## src/rtl/synch_unit_mt_if.sv

```systemverilog
// synch_unit_mt_if
//
// Groups the command, completion-strobe and termination-event signals of
// synch_unit_mt. Clock and reset stay plain ports on the unit.
//
// Signals (the _i/_o suffix is as seen from synch_unit_mt):
//   cmd_req_i, cmd_sid_i, cmd_nb_i          accepted command: ID and burst count
//   tcdm_{tx,rx}_synch_req_i/_sid_i         TCDM burst-completion strobes
//   ext_{tx,rx}_synch_req_i/_sid_i          EXT burst-completion strobes
//   trans_status_o                          per-ID busy flags
//   term_o                                  per-ID one-cycle termination pulses
//   term_valid_o, term_sid_o, term_ready_i  termination-event handshake
//   err_o, err_clr_i                        sticky per-ID saturation flags and clear
//
// Modports:
//   master : the DMA control side that issues commands and strobes
//   slave  : synch_unit_mt itself

interface synch_unit_mt_if #(
    parameter int NB_TRANS        = 4,
    parameter int TRANS_SID_WIDTH = 2,
    parameter int CNT_WIDTH       = 10
);

    logic                       cmd_req_i;
    logic [TRANS_SID_WIDTH-1:0] cmd_sid_i;
    logic [CNT_WIDTH-1:0]       cmd_nb_i;

    logic                       tcdm_tx_synch_req_i;
    logic [TRANS_SID_WIDTH-1:0] tcdm_tx_synch_sid_i;
    logic                       tcdm_rx_synch_req_i;
    logic [TRANS_SID_WIDTH-1:0] tcdm_rx_synch_sid_i;

    logic                       ext_tx_synch_req_i;
    logic [TRANS_SID_WIDTH-1:0] ext_tx_synch_sid_i;
    logic                       ext_rx_synch_req_i;
    logic [TRANS_SID_WIDTH-1:0] ext_rx_synch_sid_i;

    logic [NB_TRANS-1:0]        trans_status_o;
    logic [NB_TRANS-1:0]        term_o;

    logic                       term_valid_o;
    logic [TRANS_SID_WIDTH-1:0] term_sid_o;
    logic                       term_ready_i;

    logic [NB_TRANS-1:0]        err_o;
    logic                       err_clr_i;

    modport master (
        output cmd_req_i, cmd_sid_i, cmd_nb_i,
        output tcdm_tx_synch_req_i, tcdm_tx_synch_sid_i,
        output tcdm_rx_synch_req_i, tcdm_rx_synch_sid_i,
        output ext_tx_synch_req_i, ext_tx_synch_sid_i,
        output ext_rx_synch_req_i, ext_rx_synch_sid_i,
        output term_ready_i, err_clr_i,
        input  trans_status_o, term_o, term_valid_o, term_sid_o, err_o
    );

    modport slave (
        input  cmd_req_i, cmd_sid_i, cmd_nb_i,
        input  tcdm_tx_synch_req_i, tcdm_tx_synch_sid_i,
        input  tcdm_rx_synch_req_i, tcdm_rx_synch_sid_i,
        input  ext_tx_synch_req_i, ext_tx_synch_sid_i,
        input  ext_rx_synch_req_i, ext_rx_synch_sid_i,
        input  term_ready_i, err_clr_i,
        output trans_status_o, term_o, term_valid_o, term_sid_o, err_o
    );

endinterface

```

## src/rtl/synch_unit_mt.sv

```systemverilog
// synch_unit_mt
//
// Multi-transfer synchronisation unit for the DMA control path. Each of the
// NB_TRANS transfer IDs owns a TCDM-side and an EXT-side outstanding-burst
// counter. A command adds its burst count to both counters of its ID; each
// completion strobe removes one burst from the matching side. The unit
// reports per-ID busy status, per-ID termination pulses, a handshaked
// termination-event stream and sticky saturation errors.
//
// Ports:
//   clk_i  clock, rising edge
//   rst_i  synchronous active-high reset
//   bus    synch_unit_mt_if.slave (commands, strobes, status, events, errors)

module synch_unit_mt #(
    parameter int NB_TRANS        = 4,
    parameter int TRANS_SID_WIDTH = 2,
    parameter int CNT_WIDTH       = 10
) (
    input  logic            clk_i,
    input  logic            rst_i,
    synch_unit_mt_if.slave  bus
);

    localparam int NW = CNT_WIDTH + 2;

    logic [CNT_WIDTH-1:0]       tcdm_cnt_q [NB_TRANS];
    logic [CNT_WIDTH-1:0]       tcdm_cnt_d [NB_TRANS];
    logic [CNT_WIDTH-1:0]       ext_cnt_q  [NB_TRANS];
    logic [CNT_WIDTH-1:0]       ext_cnt_d  [NB_TRANS];

    logic [NB_TRANS-1:0]        pending;
    logic [NB_TRANS-1:0]        pending_q;
    logic [NB_TRANS-1:0]        term_pulse;

    logic [NB_TRANS-1:0]        term_pend_q;
    logic [NB_TRANS-1:0]        term_pend_d;
    logic [NB_TRANS-1:0]        pop_mask;
    logic                       term_valid;
    logic [TRANS_SID_WIDTH-1:0] term_sid;

    logic [NB_TRANS-1:0]        err_q;
    logic [NB_TRANS-1:0]        err_d;
    logic [NB_TRANS-1:0]        err_new;

    // Returns {saturated, next_count}. The sum is formed two bits wider than
    // the counter: the top bit is the sign (underflow), and because at most
    // two full-scale values are added, the next bit down being set means the
    // result exceeded the counter range (overflow).
    function automatic logic [CNT_WIDTH:0] sat_next(
        input logic [CNT_WIDTH-1:0] cnt,
        input logic [CNT_WIDTH-1:0] add,
        input logic                 dec_a,
        input logic                 dec_b
    );
        logic signed [NW-1:0] sum;
        sum = $signed({2'b00, cnt}) + $signed({2'b00, add})
            - $signed({{(NW-1){1'b0}}, dec_a})
            - $signed({{(NW-1){1'b0}}, dec_b});
        if (sum[NW-1]) begin
            sat_next = {1'b1, {CNT_WIDTH{1'b0}}};
        end else if (sum[CNT_WIDTH]) begin
            sat_next = {1'b1, {CNT_WIDTH{1'b1}}};
        end else begin
            sat_next = {1'b0, sum[CNT_WIDTH-1:0]};
        end
    endfunction

    // Counter update: command, tx and rx hitting one ID in the same cycle are
    // all applied together. IDs that match no tracked index are simply never
    // selected, so out-of-range sids touch no state.
    always_comb begin
        logic [CNT_WIDTH-1:0] add;
        logic [CNT_WIDTH:0]   tcdm_res;
        logic [CNT_WIDTH:0]   ext_res;
        add      = '0;
        tcdm_res = '0;
        ext_res  = '0;
        err_new  = '0;
        for (int i = 0; i < NB_TRANS; i++) begin
            add = (bus.cmd_req_i && (bus.cmd_sid_i == TRANS_SID_WIDTH'(i)))
                ? bus.cmd_nb_i : '0;
            tcdm_res = sat_next(tcdm_cnt_q[i], add,
                bus.tcdm_tx_synch_req_i && (bus.tcdm_tx_synch_sid_i == TRANS_SID_WIDTH'(i)),
                bus.tcdm_rx_synch_req_i && (bus.tcdm_rx_synch_sid_i == TRANS_SID_WIDTH'(i)));
            ext_res = sat_next(ext_cnt_q[i], add,
                bus.ext_tx_synch_req_i && (bus.ext_tx_synch_sid_i == TRANS_SID_WIDTH'(i)),
                bus.ext_rx_synch_req_i && (bus.ext_rx_synch_sid_i == TRANS_SID_WIDTH'(i)));
            tcdm_cnt_d[i] = tcdm_res[CNT_WIDTH-1:0];
            ext_cnt_d[i]  = ext_res[CNT_WIDTH-1:0];
            err_new[i]    = tcdm_res[CNT_WIDTH] | ext_res[CNT_WIDTH];
        end
    end

    always_comb begin
        pending = '0;
        for (int i = 0; i < NB_TRANS; i++) begin
            pending[i] = (tcdm_cnt_q[i] != '0) || (ext_cnt_q[i] != '0);
        end
    end

    assign term_pulse = ~pending & pending_q;

    // Event stream presents the lowest pending ID. Scanning downward lets the
    // last (lowest) set bit win.
    always_comb begin
        term_sid = '0;
        for (int i = NB_TRANS - 1; i >= 0; i--) begin
            if (term_pend_q[i]) begin
                term_sid = TRANS_SID_WIDTH'(i);
            end
        end
    end

    assign term_valid = |term_pend_q;

    // A fresh termination is ORed in after the pop, so a pulse arriving on the
    // edge its bit is consumed keeps the bit set; repeats coalesce.
    always_comb begin
        pop_mask = '0;
        if (term_valid && bus.term_ready_i) begin
            pop_mask[term_sid] = 1'b1;
        end
        term_pend_d = (term_pend_q & ~pop_mask) | term_pulse;
    end

    // A new saturation on an ID beats a same-cycle clear for that ID.
    always_comb begin
        err_d = (bus.err_clr_i ? '0 : err_q) | err_new;
    end

    always_ff @(posedge clk_i) begin
        if (rst_i) begin
            for (int i = 0; i < NB_TRANS; i++) begin
                tcdm_cnt_q[i] <= '0;
                ext_cnt_q[i]  <= '0;
            end
            pending_q   <= '0;
            term_pend_q <= '0;
            err_q       <= '0;
        end else begin
            for (int i = 0; i < NB_TRANS; i++) begin
                tcdm_cnt_q[i] <= tcdm_cnt_d[i];
                ext_cnt_q[i]  <= ext_cnt_d[i];
            end
            pending_q   <= pending;
            term_pend_q <= term_pend_d;
            err_q       <= err_d;
        end
    end

    // Outputs are forced low while reset is asserted so nothing stale is
    // visible before the first reset edge has cleared the registers.
    assign bus.trans_status_o = rst_i ? '0   : (pending | pending_q);
    assign bus.term_o         = rst_i ? '0   : term_pulse;
    assign bus.term_valid_o   = rst_i ? 1'b0 : term_valid;
    assign bus.term_sid_o     = rst_i ? '0   : term_sid;
    assign bus.err_o          = rst_i ? '0   : err_q;

endmodule
```

## src/flat_wrapper.sv

```systemverilog
// flat-port wrapper written by rule: the top's interface ports become plain ports
module synch_unit_mt_flat 
#(
    parameter int NB_TRANS        = 4,
    parameter int TRANS_SID_WIDTH = 2,
    parameter int CNT_WIDTH       = 10
)
  (clk_i, rst_i, bus_cmd_req_i, bus_cmd_sid_i, bus_cmd_nb_i, bus_tcdm_tx_synch_req_i, bus_tcdm_tx_synch_sid_i, bus_tcdm_rx_synch_req_i, bus_tcdm_rx_synch_sid_i, bus_ext_tx_synch_req_i, bus_ext_tx_synch_sid_i, bus_ext_rx_synch_req_i, bus_ext_rx_synch_sid_i, bus_term_ready_i, bus_err_clr_i, bus_trans_status_o, bus_term_o, bus_term_valid_o, bus_term_sid_o, bus_err_o);
  synch_unit_mt_if #(.NB_TRANS(NB_TRANS), .TRANS_SID_WIDTH(TRANS_SID_WIDTH), .CNT_WIDTH(CNT_WIDTH)) bus_i ();
  input  logic clk_i;
  input  logic rst_i;
  input wire logic [$bits(bus_i.cmd_req_i)-1:0] bus_cmd_req_i;
  input wire logic [$bits(bus_i.cmd_sid_i)-1:0] bus_cmd_sid_i;
  input wire logic [$bits(bus_i.cmd_nb_i)-1:0] bus_cmd_nb_i;
  input wire logic [$bits(bus_i.tcdm_tx_synch_req_i)-1:0] bus_tcdm_tx_synch_req_i;
  input wire logic [$bits(bus_i.tcdm_tx_synch_sid_i)-1:0] bus_tcdm_tx_synch_sid_i;
  input wire logic [$bits(bus_i.tcdm_rx_synch_req_i)-1:0] bus_tcdm_rx_synch_req_i;
  input wire logic [$bits(bus_i.tcdm_rx_synch_sid_i)-1:0] bus_tcdm_rx_synch_sid_i;
  input wire logic [$bits(bus_i.ext_tx_synch_req_i)-1:0] bus_ext_tx_synch_req_i;
  input wire logic [$bits(bus_i.ext_tx_synch_sid_i)-1:0] bus_ext_tx_synch_sid_i;
  input wire logic [$bits(bus_i.ext_rx_synch_req_i)-1:0] bus_ext_rx_synch_req_i;
  input wire logic [$bits(bus_i.ext_rx_synch_sid_i)-1:0] bus_ext_rx_synch_sid_i;
  input wire logic [$bits(bus_i.term_ready_i)-1:0] bus_term_ready_i;
  input wire logic [$bits(bus_i.err_clr_i)-1:0] bus_err_clr_i;
  output wire logic [$bits(bus_i.trans_status_o)-1:0] bus_trans_status_o;
  output wire logic [$bits(bus_i.term_o)-1:0] bus_term_o;
  output wire logic [$bits(bus_i.term_valid_o)-1:0] bus_term_valid_o;
  output wire logic [$bits(bus_i.term_sid_o)-1:0] bus_term_sid_o;
  output wire logic [$bits(bus_i.err_o)-1:0] bus_err_o;
  assign bus_i.cmd_req_i = bus_cmd_req_i;
  assign bus_i.cmd_sid_i = bus_cmd_sid_i;
  assign bus_i.cmd_nb_i = bus_cmd_nb_i;
  assign bus_i.tcdm_tx_synch_req_i = bus_tcdm_tx_synch_req_i;
  assign bus_i.tcdm_tx_synch_sid_i = bus_tcdm_tx_synch_sid_i;
  assign bus_i.tcdm_rx_synch_req_i = bus_tcdm_rx_synch_req_i;
  assign bus_i.tcdm_rx_synch_sid_i = bus_tcdm_rx_synch_sid_i;
  assign bus_i.ext_tx_synch_req_i = bus_ext_tx_synch_req_i;
  assign bus_i.ext_tx_synch_sid_i = bus_ext_tx_synch_sid_i;
  assign bus_i.ext_rx_synch_req_i = bus_ext_rx_synch_req_i;
  assign bus_i.ext_rx_synch_sid_i = bus_ext_rx_synch_sid_i;
  assign bus_i.term_ready_i = bus_term_ready_i;
  assign bus_i.err_clr_i = bus_err_clr_i;
  assign bus_trans_status_o = bus_i.trans_status_o;
  assign bus_term_o = bus_i.term_o;
  assign bus_term_valid_o = bus_i.term_valid_o;
  assign bus_term_sid_o = bus_i.term_sid_o;
  assign bus_err_o = bus_i.err_o;
  synch_unit_mt #(.NB_TRANS(NB_TRANS), .TRANS_SID_WIDTH(TRANS_SID_WIDTH), .CNT_WIDTH(CNT_WIDTH)) u_core (.clk_i(clk_i), .rst_i(rst_i), .bus(bus_i));
endmodule
```

## config.mk

```make
export PLATFORM = sky130hd
export DESIGN_NAME = synch_unit_mt_flat
export DESIGN_NICKNAME = d
export VERILOG_FILES = /design/src/rtl/synch_unit_mt_if.sv /design/src/rtl/synch_unit_mt.sv /design/src/flat_wrapper.sv
export SDC_FILE = /design/constraint.sdc
export NUM_CORES = 1
export LEC_CHECK = 0
export ABC_AREA = 1
export ABC_CLOCK_PERIOD_IN_PS = 3900
export CAP_MARGIN = 40
export CORE_MARGIN = 1.5
export CORE_UTILIZATION = 45
export CTS_BUF_LIST = sky130_fd_sc_hd__clkbuf_2
export DETAILED_ROUTE_END_ITERATION = 10
export GPL_ROUTABILITY_DRIVEN = 0
export PLACE_DENSITY = 0.67
export SYNTH_ARGS = -nofsm -noshare
export SYNTH_HDL_FRONTEND = slang
export SYNTH_SLANG_ARGS = --single-unit
export TNS_END_PERCENT = 20
```

## constraint.sdc

```tcl
create_clock -name clk_i -period 3.9 [get_ports clk_i]
set_input_delay 0.39 -clock clk_i [delete_from_list [all_inputs] [get_ports clk_i]]
set_output_delay 0.39 -clock clk_i [all_outputs]
set_load 0.03 [all_outputs]
```

==> impl_results.md, run 1 <==
* XOR/XNOR Fraction of Synth Area at ~4.3%
* Synth async-reset ratio at 0%
* Crit path from: u_core.ext_cnt_q[2][6]$_SDFF_PP0_
* Final critical-path share of the clock period at 91.9%
* Syn_area_per_cell at between 6 and 7 um^2
* ANT nets after route at 0
* Leading area contributor after synthesis: dfxtp_1
* TritonCTS buffer count at 9
* Die Y at 150 um
* Result of the run: complete, no violations
* Number of buffers added on ports at 43
* Worst clock skew at 0.0414 ns
* Half-perimeter wire length after detailed placement at around 22000 um
* Tightest Pin Transition at 0.625 ns
* CP Data Required Time at 3.51 ns
* Setup crit end: bus_term_o[2]
* Endpoint of the worst-slack reg-to-reg timing path: u_core.ext_cnt_q[2][3]$_SDFF_PP0_
* Static Leak at 0.00601 uW
* Worst-path cell with the longest stage delay: clkdlybuf4s50_1
* Kind of end point of the critical path: primary output
* TritonCTS clock tree: done
* Final number of setup-violating endpoints at 0
* Most common cell in the netlist: nand2_1
* Worst Setup Path Type: reg -> out
* Worst IR Drop VDD at 227 uV
* Avg WL per Cell at 13.8 um
* Final-stage net count at 1768
* Number of antenna violations at the first check in global routing at 1
* Launching element type of the critical path: flop
* H-tree depth at 3
* Longest Clk Path Bufs at 2
* Post-synthesis register bit count at 92
* Power per cell area at 454 nW/um^2
* Maximum fanout encountered on the critical timing path at 2
* RSZ-0062 raised after global routing: no
* Class of the tightest hold or removal check: in -> reg
* Overflow left after global routing at 0
* Initial core utilization at between 40 and 50%
* DRC violations left at 0
* Standard-cell rows at 53
* Detailed-route via count at 9960
* Compound-cell area share of the yosys netlist at 7.96%
* Yosys warnings at 0
* Cell area after synthesis at 9710 um^2
* Number of failing hold endpoints at the final stage at 0
* Post-layout power at 4830 uW
* Quantity of hold-fixing buffers added after cts at 0
* Global-route wire length before repair at 42600 um
* Cell Chain, Critical Path: nor4_1 -> nand3_1 -> nor3_1 -> nand2_1 -> nor2_1 -> clkdlybuf4s50_1
* Origin of the critical flop-to-flop path: u_core.ext_cnt_q[2][1]$_SDFF_PP0_
* Dominant combinational cell family by area after synthesis: simple AND/OR/NAND/NOR gates
* Detailed Route WL at 26800 um
* Number of gates given a new drive strength after cts at 0
* Top cell type's share of synthesized area at 19.0%
* Vias per inst at 5.14
* Setup slack of the most critical reg-to-reg path at 1.18 ns
* Area Growth Syn to Fin at 9.51%
* Number of cells on the critical path at 6
* Drt initial violations at around 800
* Fraction of layout instances using a drive strength above 1 at 7.40%
* # IOs at 44
* Post-synthesis share of cell area spent on full adders, half adders and majority gates at 11.3%
* Clk Tree Root Cell: clkbuf_2
* Setup TNS Final at 0 ns
* Clock-pin slew on the worst setup and hold paths at 0.29 ns
* Arrival time at the worst endpoint at 3.19 ns
* Number of pins with negative max-slew slack in the final report at 0
* Reg2reg path depth at 17
* Post-Syn Nets at 1712
* Number of filler instances in the final layout at 2221
* Synthesized instance count at 1601
* Multiplexer area fraction after synthesis at 0%
* Buffers and inverters on the worst path at 1
* Number of global-route vias before repair at 8721
* Worst-skew pair later-pin latency at 0.64 ns
* Total die area at 22500 um^2
* Global router's overall resource usage at between 20% and 30%
* Count of flip-flops with a built-in enable after synthesis at 0
* Number of max-cap violations at 0
* Most used standard cells in the synthesized netlist: 449 x nand2_1, 269 x inv_1, 166 x nor2_1
* Post-synth top flop: dfxtp_1
* Pin count of the biggest net entering global routing at 19
* Distinct cells, synth at 50
* Tmin final at 3.58 ns
* Num Clock Sinks at roughly 90
* Maximum single-stage delay on the critical path at between 0.7 and 0.8 ns
* Fmax at approximately 0.28 GHz
* Rel. slew slack at 58.2%
* Chip width at ~150 um
* Post-CTS Setup Repair Bufs at 0
* Count of TritonRoute iterations in the first routing pass at 6
* Cell type group with the largest total delay on the critical path: simple AND/OR/NAND/NOR gates
* Share of the yosys chip area belonging to registers at 19.0%
* Core area at 21100 um^2
* Synthesized-area fraction occupied by and/or/nand/nor cells at 45.6%
* Top cells by area, synth: dfxtp_1 19%, nand2_1 17%, inv_1 10%
cell families (layout without fill, tap and decap cells):
kind of cell | after synthesis | in the layout
adders and majority gates | 82 | 82
other | 0 | 1
AOI/OAI and AO/OA | 135 | 135
buffers and inverters | 291 | 352
and+or+nand+nor | 955 | 955
xor gates and xnor gates | 46 | 46
DFF | 92 | 92
power breakdown:
group	switching (uW)	internal [uW]	total [uW]
sequential	243	1240	1490
clock	369	151	520
combinational	1790	1030	2820
total	2400	2430	4830
sequential cells by signal, indices dropped and copies added (netlist names):
| register | count |
|---|---|
| u_core.term_pend_q | 4 |
| u_core.ext_cnt_q | 40 |
| u_core.err_q | 4 |
| u_core.tcdm_cnt_q | 40 |
| u_core.pending_q | 4 |
layout make-up:
class	count	area [um^2]	share of cell area (%)
multi-input combinational	1218	6720	63.2
clock buffer	10	50.0	0.471
sequential	92	1840	17.3
tap	275	344	3.24
timing repair buffer	58	568	5.34
antenna	1	2.50	0.0235
inverter	278	1040	9.81
clock inverter	6	65.1	0.612
layer usage:
metal | global-route usage (%) | up-vias | wire, um
met1 | 33.3 | 4461 | 13100
met4 | 6.62 | 0 | 495
met3 | 4.15 | 25 | 1450
met2 | 38.1 | 218 | 11700
met5 | 0 | - | 0
li1 | - | 5256 | -
through the flow:
step	setup WS (ns)	area (um^2)	std cells	util [%]	hold slack [ns]
global route	0.186	10600	1938	50.4	0.381
floorplan	1.05	9710	1601	-	0.477
finish	0.316	10600	1938	50.4	0.397
global placement	0.324	10500	1921	49.9	0.506
CTS	0.337	10600	1937	50.4	0.367
detailed placement	0.245	10500	1921	49.9	0.511
worst min path at each step:
stage	start	endpoint	slack, ns	depth (start not counted)
floorplan	u_core.term_pend_q[3]$_SDFF_PP0_	u_core.term_pend_q[3]$_SDFF_PP0_	0.48	2
global placement	u_core.pending_q[3]$_SDFF_PP0_	u_core.term_pend_q[3]$_SDFF_PP0_	0.51	2
detailed placement	u_core.pending_q[3]$_SDFF_PP0_	u_core.term_pend_q[3]$_SDFF_PP0_	0.51	2
CTS	bus_term_ready_i	u_core.term_pend_q[0]$_SDFF_PP0_	0.37	3
global route	bus_term_ready_i	u_core.term_pend_q[0]$_SDFF_PP0_	0.38	3
finish	bus_term_ready_i	u_core.term_pend_q[0]$_SDFF_PP0_	0.40	3
worst register-to-register path: stages (launching register included):
cell and delay, ns:
dfxtp_1 0.42, nand4_2 0.15, nand2_1 0.14, inv_1 0.07, ha_1 0.26, inv_1 0.07
ha_1 0.14, inv_1 0.05, nor2_1 0.15, nand3_1 0.12, nor2_1 0.24, nand3_1 0.11
nor2_1 0.18, nand3_1 0.11, nand2_2 0.21, nand3_1 0.14, nand2_1 0.08, inv_1 0.03
layout by cell type, fill, tap and decap left out, types with 9 or more instances in the layout:
cell and instances:
nand2_1 449, inv_1 269, nor2_1 166, nand3_1 149
dfxtp_1 92, ha_1 72, a21oi_1 61, clkdlybuf4s50_1 43
nor3_1 37, nand4_1 35, nand2_2 30, xor2_1 27
o21ai_0 24, nand3b_1 18, nor4_1 17, xnor2_1 17
nor2_2 16, o21ai_1 15, buf_4 13, fa_1 10
clkbuf_2 10, inv_2 9
Power figures use the tool's default switching activity.
==> run 2, diff against run 1 <==
GPL_ROUTABILITY_DRIVEN = 1   (was 0)
==> run 2 against run 1 <==
Net effect: count of clock-buffer cells in the layout down 1; wire length up 0.92%; core utilization up 0.089 points; maximum frequency up 0.12%; via count down 0.37%; die area unchanged; worst setup slack better by 0.0044 ns; global-route usage up 0.54 points; first-iteration DRC count down 7.8%; critical endpoint unchanged; largest cell class unchanged.
==> impl_results.md, run 2 (same netlist as run 1, synthesis figures left out) <==
* Origin of the critical flop-to-flop path: u_core.ext_cnt_q[2][1]$_SDFF_PP0_
* Tmin final at 3.58 ns (-0.00443 ns)
* CP Data Required Time at 3.51 ns (about the same)
* Overflow left after global routing at 0 (unchanged)
* Worst-path cell with the longest stage delay: clkdlybuf4s50_1
* Worst slack, placed at 0.225 ns (-0.0200 ns)
* Power per cell area at 454 nW/um^2 (about the same)
* Number of buffers added on ports at 43 (unchanged)
* RSZ-0062 raised after global routing: no
* Placed instance area at 10500 um^2 (+0.14%)
* Maximum fanout encountered on the critical timing path at 2 (unchanged)
* Die Y at 150 um (unchanged)
* Reg2reg path depth at 17 (unchanged)
* Quantity of hold-fixing buffers added after cts at 0 (unchanged)
* Total die area at 22500 um^2 (unchanged)
* Cell Chain, Critical Path: nor4_1 -> nand3_1 -> nor3_1 -> nand2_1 -> nor2_1 -> clkdlybuf4s50_1
* TritonCTS clock tree: done
* Num Clock Sinks at 92 (unchanged)
* Clock-pin slew on the worst setup and hold paths at 0.30 ns (about the same)
* Vias per inst at 5.11 (-0.47%)
* Number of pins with negative max-slew slack in the final report at 0 (unchanged)
* Number of failing hold endpoints at the final stage at 0 (unchanged)
* TritonCTS buffer count at 9 (unchanged)
* Number of filler instances in the final layout at 2174 (-2.1%)
* Worst Setup Path Type: reg -> out
* Number of global-route vias before repair at 8909 (+2.2%)
* Setup slack of the most critical reg-to-reg path at 1.14 ns (-0.04 ns)
* Hold path depth at 3 (unchanged)
* Post-CTS Setup Repair Bufs at 0 (unchanged)
* Cell count after placement at 1923 (+0.10%)
* Most common library cell in the layout ignoring fill and taps: nand2_1
* Avg WL per Cell at 13.9 um (+0.82%)
* ANT nets after route at 0 (unchanged)
* H-tree depth at 3 (unchanged)
* Detailed-route via count at 9923 (-0.37%)
* Final-stage net count at 1770 (+0.11%)
* Global-route wire length before repair at 43700 um (+2.5%)
* Tightest Pin Transition at 0.559 ns (-0.0654 ns)
* Global router's overall resource usage at 24.6% (+0.54 points)
* Number of antenna violations at the first check in global routing at 1 (unchanged)
* Worst-skew pair later-pin latency at 0.65 ns (about the same)
* Pin count of the biggest net entering global routing at 19 (unchanged)
* Endpoint of the worst-slack reg-to-reg timing path: u_core.err_q[2]$_SDFF_PP0_
* Final number of setup-violating endpoints at 0 (unchanged)
* Post-route cell area at 10700 um^2 (+0.18%)
* Arrival time at the worst endpoint at 3.19 ns (about the same)
* Final critical-path share of the clock period at 91.8% (-0.11 points)
* Worst IR Drop VDD at 181 uV (-20%)
* Number of gates given a new drive strength after cts at 0 (unchanged)
* Rel. slew slack at 62.4% (+4.2 points)
* Most used cells in the layout excluding fill and tap cells: 449 x nand2_1, 269 x inv_1, 166 x nor2_1
* Setup crit end: bus_term_o[2]
* Count of TritonRoute iterations in the first routing pass at 6 (unchanged)
* Class of the tightest hold or removal check: in -> reg
* Post-route worst hold slack at 0.388 ns (-0.00973 ns)
* Result of the run: complete, no violations
* Area Growth Syn to Fin at 9.70%
* Number of standard cells in the layout, taps in and fillers out at 1940 (+0.10%)
* Half-perimeter wire length after detailed placement at 22100 um (+0.99%)
* Static Leak at 0.00602 uW (+0.21%)
* Setup TNS Final at 0 ns (unchanged)
* Maximum single-stage delay on the critical path at 0.76 ns (about the same)
* Number of max-cap violations at 0 (unchanged)
* Final worst setup slack at 0.320 ns (+0.00443 ns)
* Core area at 21100 um^2 (unchanged)
* Fmax at 0.279 GHz (+0.12%)
* Largest registers: u_core.ext_cnt_q: 40 flops, u_core.tcdm_cnt_q: 40 flops
* DRC violations left at 0 (unchanged)
* Drt initial violations at 726 (-7.8%)
* Clk Tree Root Cell: clkbuf_2
* Worst clock skew at 0.0374 ns (-0.00405 ns)
* Initial core utilization at 46.0% (unchanged)
* Kind of end point of the critical path: primary output
* Detailed Route WL at 27000 um (+0.92%)
* Chip width at 150 um (unchanged)
* Launching element type of the critical path: flop
* Standard-cell rows at 53 (unchanged)
* Crit path from: u_core.ext_cnt_q[2][6]$_SDFF_PP0_
* Placer congestion estimate at 0.914
* Longest Clk Path Bufs at 2 (unchanged)
* # IOs at 44 (unchanged)
* Fraction of layout instances using a drive strength above 1 at 7.45% (+0.051 points)
run 2: worst max-delay path, delay by kind of cell (launching register included):
| family | cells | cell delay (ns) |
|---|---|---|
| AND/OR/NAND/NOR | 5 | 1.39 |
| buffers and inverters | 1 | 0.76 |
| flip-flops | 1 | 0.40 |
run 2: power breakdown:
part | switching [uW] | total, uW | internal, uW
clock | 373 | 527 | 154
sequential | 241 | 1480 | 1240
combinational | 1790 | 2830 | 1040
run 2: area by class of cell:
class                      count  area [um^2]  share of cell area [%]
tap                          275          344                    3.23
clock buffer                   9         45.0                   0.423
multi-input combinational   1218         6720                    63.1
clock inverter                 7         73.8                   0.693
inverter                     278         1040                    9.80
timing repair buffer          60          583                    5.47
sequential                    92         1840                    17.3
antenna                        1         2.50                  0.0235
run 2: routing by layer:
metal  routed length [um]  vias up  GRT usage (%)  part of all wire, %
met3                 1120       28           3.05                  4.1
met4                  465        0           5.88                  1.7
li1                     -     5253              -                    -
met5                    0        -              0                    0
met2                12000      209           40.1                   44
met1                13400     4433           34.2                   50
run 2: how the worst min path moves through the flow:
stage,start,end,slack (ns)
4_1_cts,bus_term_ready_i,u_core.term_pend_q[2]$_SDFF_PP0_,0.33
6_report,bus_term_ready_i,u_core.term_pend_q[2]$_SDFF_PP0_,0.39
3_5_place_dp,u_core.pending_q[1]$_SDFF_PP0_,u_core.term_pend_q[1]$_SDFF_PP0_,0.52
3_3_place_gp,u_core.pending_q[1]$_SDFF_PP0_,u_core.term_pend_q[1]$_SDFF_PP0_,0.51
5_1_grt,bus_term_ready_i,u_core.term_pend_q[2]$_SDFF_PP0_,0.40
2_1_floorplan,u_core.term_pend_q[3]$_SDFF_PP0_,u_core.term_pend_q[3]$_SDFF_PP0_,0.48
run 2: metrics by stage:
stage	total power, uW	utilization, %
floorplan	3600	-
global placement	4270	49.9
detailed placement	4290	49.9
CTS	4850	50.5
global route	5320	50.5
finish	4840	50.5
==> run 3, diff against run 2 <==
ABC_AREA = default   (was 1)
ABC_CLOCK_PERIOD_IN_PS = 3500   (was 3900)
CORE_MARGIN = 2   (was 1.5)
clock period = 3.5 ns   (was 3.9 ns; I/O delays follow)
==> run 3 against run 2 <==
Net effect: sequential power rose by 27%; core utilization is 10 points higher; final cell count down 14%; register-to-register slack got worse by 0.69 ns; synthesized area is 8.1% lower; worst hold slack worse by 0.039 ns; global-route usage is 1.6 points higher; die area shrank 6.7%; critical path type is now in -> reg; critical endpoint is now u_core.tcdm_cnt_q[3][1]$_SDFF_PP0_; largest power group unchanged.
==> impl_results.md, run 3 <==
* Cell Chain, Critical Path: clkdlybuf4s50_1 -> buf_4 -> and3_4 -> and2_2 -> buf_4 -> fa_2 -> maj3_2 -> nor2_1 -> xor2_1 -> o2111ai_1 -> or4_4 -> nor3b_2 -> or2_1 -> buf_12 -> a21oi_1
* XOR/XNOR Fraction of Synth Area at 14.5% (+10 points)
* Post-route core utilization at 60.9% (+10 points)
* Synthesized-area fraction occupied by and/or/nand/nor cells at 23.2% (-22 points)
* Maximum fanout encountered on the critical timing path at 10 (+8)
* Share of the yosys chip area belonging to registers at 20.6% (+1.7 points)
* Post-synth top flop: dfxtp_1
* Post-synthesis register bit count at 92 (unchanged)
* Chip width at 145 um (-3.4%)
* Top cells by area, synth: dfxtp_1 21%, ha_1 10%, a21oi_1 7.8%
* Distinct cells, synth at 86 (+72%)
* CP most frequent cell: buf_4
* Core area at 19500 um^2 (-7.7%)
* Worst-path cell with the longest stage delay: or4_4
* Total die area at 21000 um^2 (-6.7%)
* Longest Clk Path Bufs at 2 (unchanged)
* Pin count of the biggest net entering global routing at 17 (-2)
* Most common library cell in the layout ignoring fill and taps: buf_4
* Synthesized instance count at 1110 (-31%)
* Detailed-route via count at 9317 (-6.1%)
* Most common cell in the netlist: a21oi_1
* Detailed Route WL at 26700 um (-0.96%)
* Standard-cell rows at 51 (-3.8%)
* Kind of end point of the critical path: flop
* GRT met1 Usage at 33.9% (-0.30 points)
* Maximum single-stage delay on the critical path at 0.57 ns (-0.19 ns)
* Worst slack, placed at -0.448 ns (-0.673 ns)
* # IOs at 44 (unchanged)
* Hold path depth at 3 (unchanged)
* Synth async-reset ratio at 0% (unchanged)
* Global router's overall resource usage at 26.2% (+1.6 points)
* Final number of setup-violating endpoints at 0 (unchanged)
* Result of the run: complete, no violations
* Post-synthesis share of cell area spent on full adders, half adders and majority gates at 13.5% (+2.2 points)
* Number of buffers added on ports at 43 (unchanged)
* Worst-skew pair later-pin latency at 0.67 ns (+0.02 ns)
* Post-route cell area at 11800 um^2 (+11%)
* Multiplexer area fraction after synthesis at 0.561% (+0.56 points)
* TritonCTS clock tree: done
* Half-perimeter wire length after detailed placement at 21800 um (-1.5%)
* Area Growth Syn to Fin at 32.8%
* Leading area contributor after synthesis: dfxtp_1
* Post-CTS Setup Repair Bufs at 0 (unchanged)
* Arrival time at the worst endpoint at 3.86 ns (+0.67 ns)
* H-tree depth at 3 (unchanged)
* Rel. slew slack at 53.5% (-8.9 points)
* Placed instance area at 11700 um^2 (+11%)
* Avg WL per Cell at 16.0 um (+15%)
* Fmax at 0.307 GHz
* Layer with the highest usage after global routing: met2
* Cell area after synthesis at 8920 um^2 (-8.1%)
* Clk Tree Root Cell: clkbuf_2
* Overflow left after global routing at 0 (unchanged)
* Worst hold endpoint: u_core.term_pend_q[1]$_SDFF_PP0_
* Largest registers: u_core.ext_cnt_q: 40 flops, u_core.tcdm_cnt_q: 40 flops
* Tmin final at 3.26 ns
* Top cell type's share of synthesized area at 20.6% (+1.7 points)
* Grt met3 use at 2.83% (-0.22 points)
* Post-route worst hold slack at 0.348 ns (-0.0394 ns)
* Number of standard cells in the layout, taps in and fillers out at 1671 (-14%)
* Final worst setup slack at 0.239 ns (-0.0811 ns)
* Die Y at 145 um (-3.4%)
* Power per cell area at 575 nW/um^2 (+27%)
* Number of pins with negative max-slew slack in the final report at 0 (unchanged)
* Origin of the critical flop-to-flop path: u_core.tcdm_cnt_q[3][0]$_SDFF_PP0_
* Static Leak at 0.00534 uW (-11%)
* Final-stage net count at 1511 (-15%)
* Clock-pin slew on the worst setup and hold paths at 0.32 ns (+0.02 ns)
* Count of flip-flops with a built-in enable after synthesis at 0 (unchanged)
* Reg2reg path depth at 11 (-6)
* Number of failing hold endpoints at the final stage at 0 (unchanged)
* Compound-cell area share of the yosys netlist at 23.1% (+15 points)
* Number of antenna violations at the first check in global routing at 1 (unchanged)
* Launching element type of the critical path: input port
* TritonCTS buffer count at 9 (unchanged)
* Vias per inst at 5.58 (+9.0%)
* Drt initial violations at 613 (-16%)
* Dominant combinational cell family by area after synthesis: simple AND/OR/NAND/NOR gates
* Syn_area_per_cell at 8.04 um^2 (+33%)
* Setup slack of the most critical reg-to-reg path at 0.45 ns (-0.69 ns)
* Global-route wire length before repair at 43500 um (-0.47%)
* Most used standard cells in the synthesized netlist: 139 x a21oi_1, 92 x dfxtp_1, 79 x xnor2_1
* Fraction of layout instances using a drive strength above 1 at 25.4% (+18 points)
* CP Data Required Time at 4.10 ns (+0.59 ns)
* Class of the tightest hold or removal check: in -> reg
* Quantity of hold-fixing buffers added after cts at 0 (unchanged)
* Number of max-cap violations at 0 (unchanged)
* Post-Syn Nets at 1221 (-29%)
* Yosys warnings at 0 (unchanged)
* Cell count after placement at 1654 (-14%)
* Worst clock skew at 0.0410 ns (+0.00357 ns)
* ANT nets after route at 0 (unchanged)
* Final critical-path share of the clock period at 93.2%
* DRC violations left at 0 (unchanged)
* Endpoint of the worst-slack reg-to-reg timing path: u_core.tcdm_cnt_q[3][1]$_SDFF_PP0_
* Placer congestion estimate at 0.902 (-1.3%)
* Count of TritonRoute iterations in the first routing pass at 5 (-1)
* Most used cells in the layout excluding fill and tap cells: 279 x buf_4, 138 x a21oi_1, 92 x dfxtp_1
* Tightest Pin Transition at 0.691 ns (+0.132 ns)
* Origin of the worst min-delay path: bus_term_ready_i
* Worst IR Drop VDD at 332 uV (+84%)
* Num Clock Sinks at 92 (unchanged)
* Initial core utilization at 45.8% (-0.21 points)
* Number of global-route vias before repair at 8966 (+0.64%)
* RSZ-0062 raised after global routing: no
* Worst Setup Path Type: in -> reg
* Met2 track demand over resource at 44.9% (+4.8 points)
==> run 3: timing repair <==
item,4_1_cts,5_1_grt
resized for setup,0,7
endpoints found under the hold margin,0,0
endpoints found under the setup margin,0,15
==> run 3: routing by layer <==
layer	up-vias	wire [um]
li1	4690	-
met1	4413	12400
met2	174	12600
met3	40	989
met4	0	715
met5	-	0
==> run 3: area by class of cell <==
class / count / area (um^2)
diodes: 1 / 2.50
clock buffers: 9 / 45.0
clock inverters: 7 / 48.8
fillers: 1776 / 7620
inverters: 45 / 169
multi-input cells: 926 / 6780
flip-flops and latches: 92 / 1840
well taps: 265 / 332
repair buffers: 326 / 2630
==> run 3: cells by family after synthesis <==
| group | after synthesis |
|---|---|
| compound gates | 322 |
| xor+xnor | 145 |
| fa+ha+maj | 92 |
| buf+inv | 92 |
| flops | 92 |
| mux | 5 |
| simple gates | 362 |
==> run 3: per-stage QoR <==
stage | setup TNS [ns] | power [uW]
global route | 0 | 7330
global placement | -27.00 | 6100
CTS | 0 | 6760
floorplan | -0.0165 | 4420
finish | 0 | 6810
detailed placement | -30.66 | 6200
==> run 3: how the worst max path moves through the flow <==
stage	start	cells past startpoint	to	slack, ns
after global routing	bus_cmd_sid_i[0]	16	u_core.ext_cnt_q[0][1]$_SDFF_PP0_	0.04
after global placement	bus_cmd_sid_i[0]	16	u_core.ext_cnt_q[0][1]$_SDFF_PP0_	-0.46
after CTS	bus_cmd_sid_i[0]	16	u_core.ext_cnt_q[0][1]$_SDFF_PP0_	0.23
after floorplan	bus_cmd_sid_i[1]	14	u_core.ext_cnt_q[3][3]$_SDFF_PP0_	-0.007
final	bus_cmd_sid_i[1]	15	u_core.tcdm_cnt_q[3][1]$_SDFF_PP0_	0.24
after detailed placement	bus_cmd_sid_i[0]	16	u_core.ext_cnt_q[0][1]$_SDFF_PP0_	-0.45
==> run 3: critical path: cells and delay by family <==
family | cells | cell delay, ns
adders and majority gates | 2 | 0.72
and+or+nand+nor | 6 | 1.52
buffers and inverters | 4 | 0.83
xor gates and xnor gates | 1 | 0.22
AOI/OAI and AO/OA | 2 | 0.22
==> run 3: power breakdown <==
group          switching [uW]  internal (uW)
clock                     455            101
sequential                440           1440
combinational            2150           2230
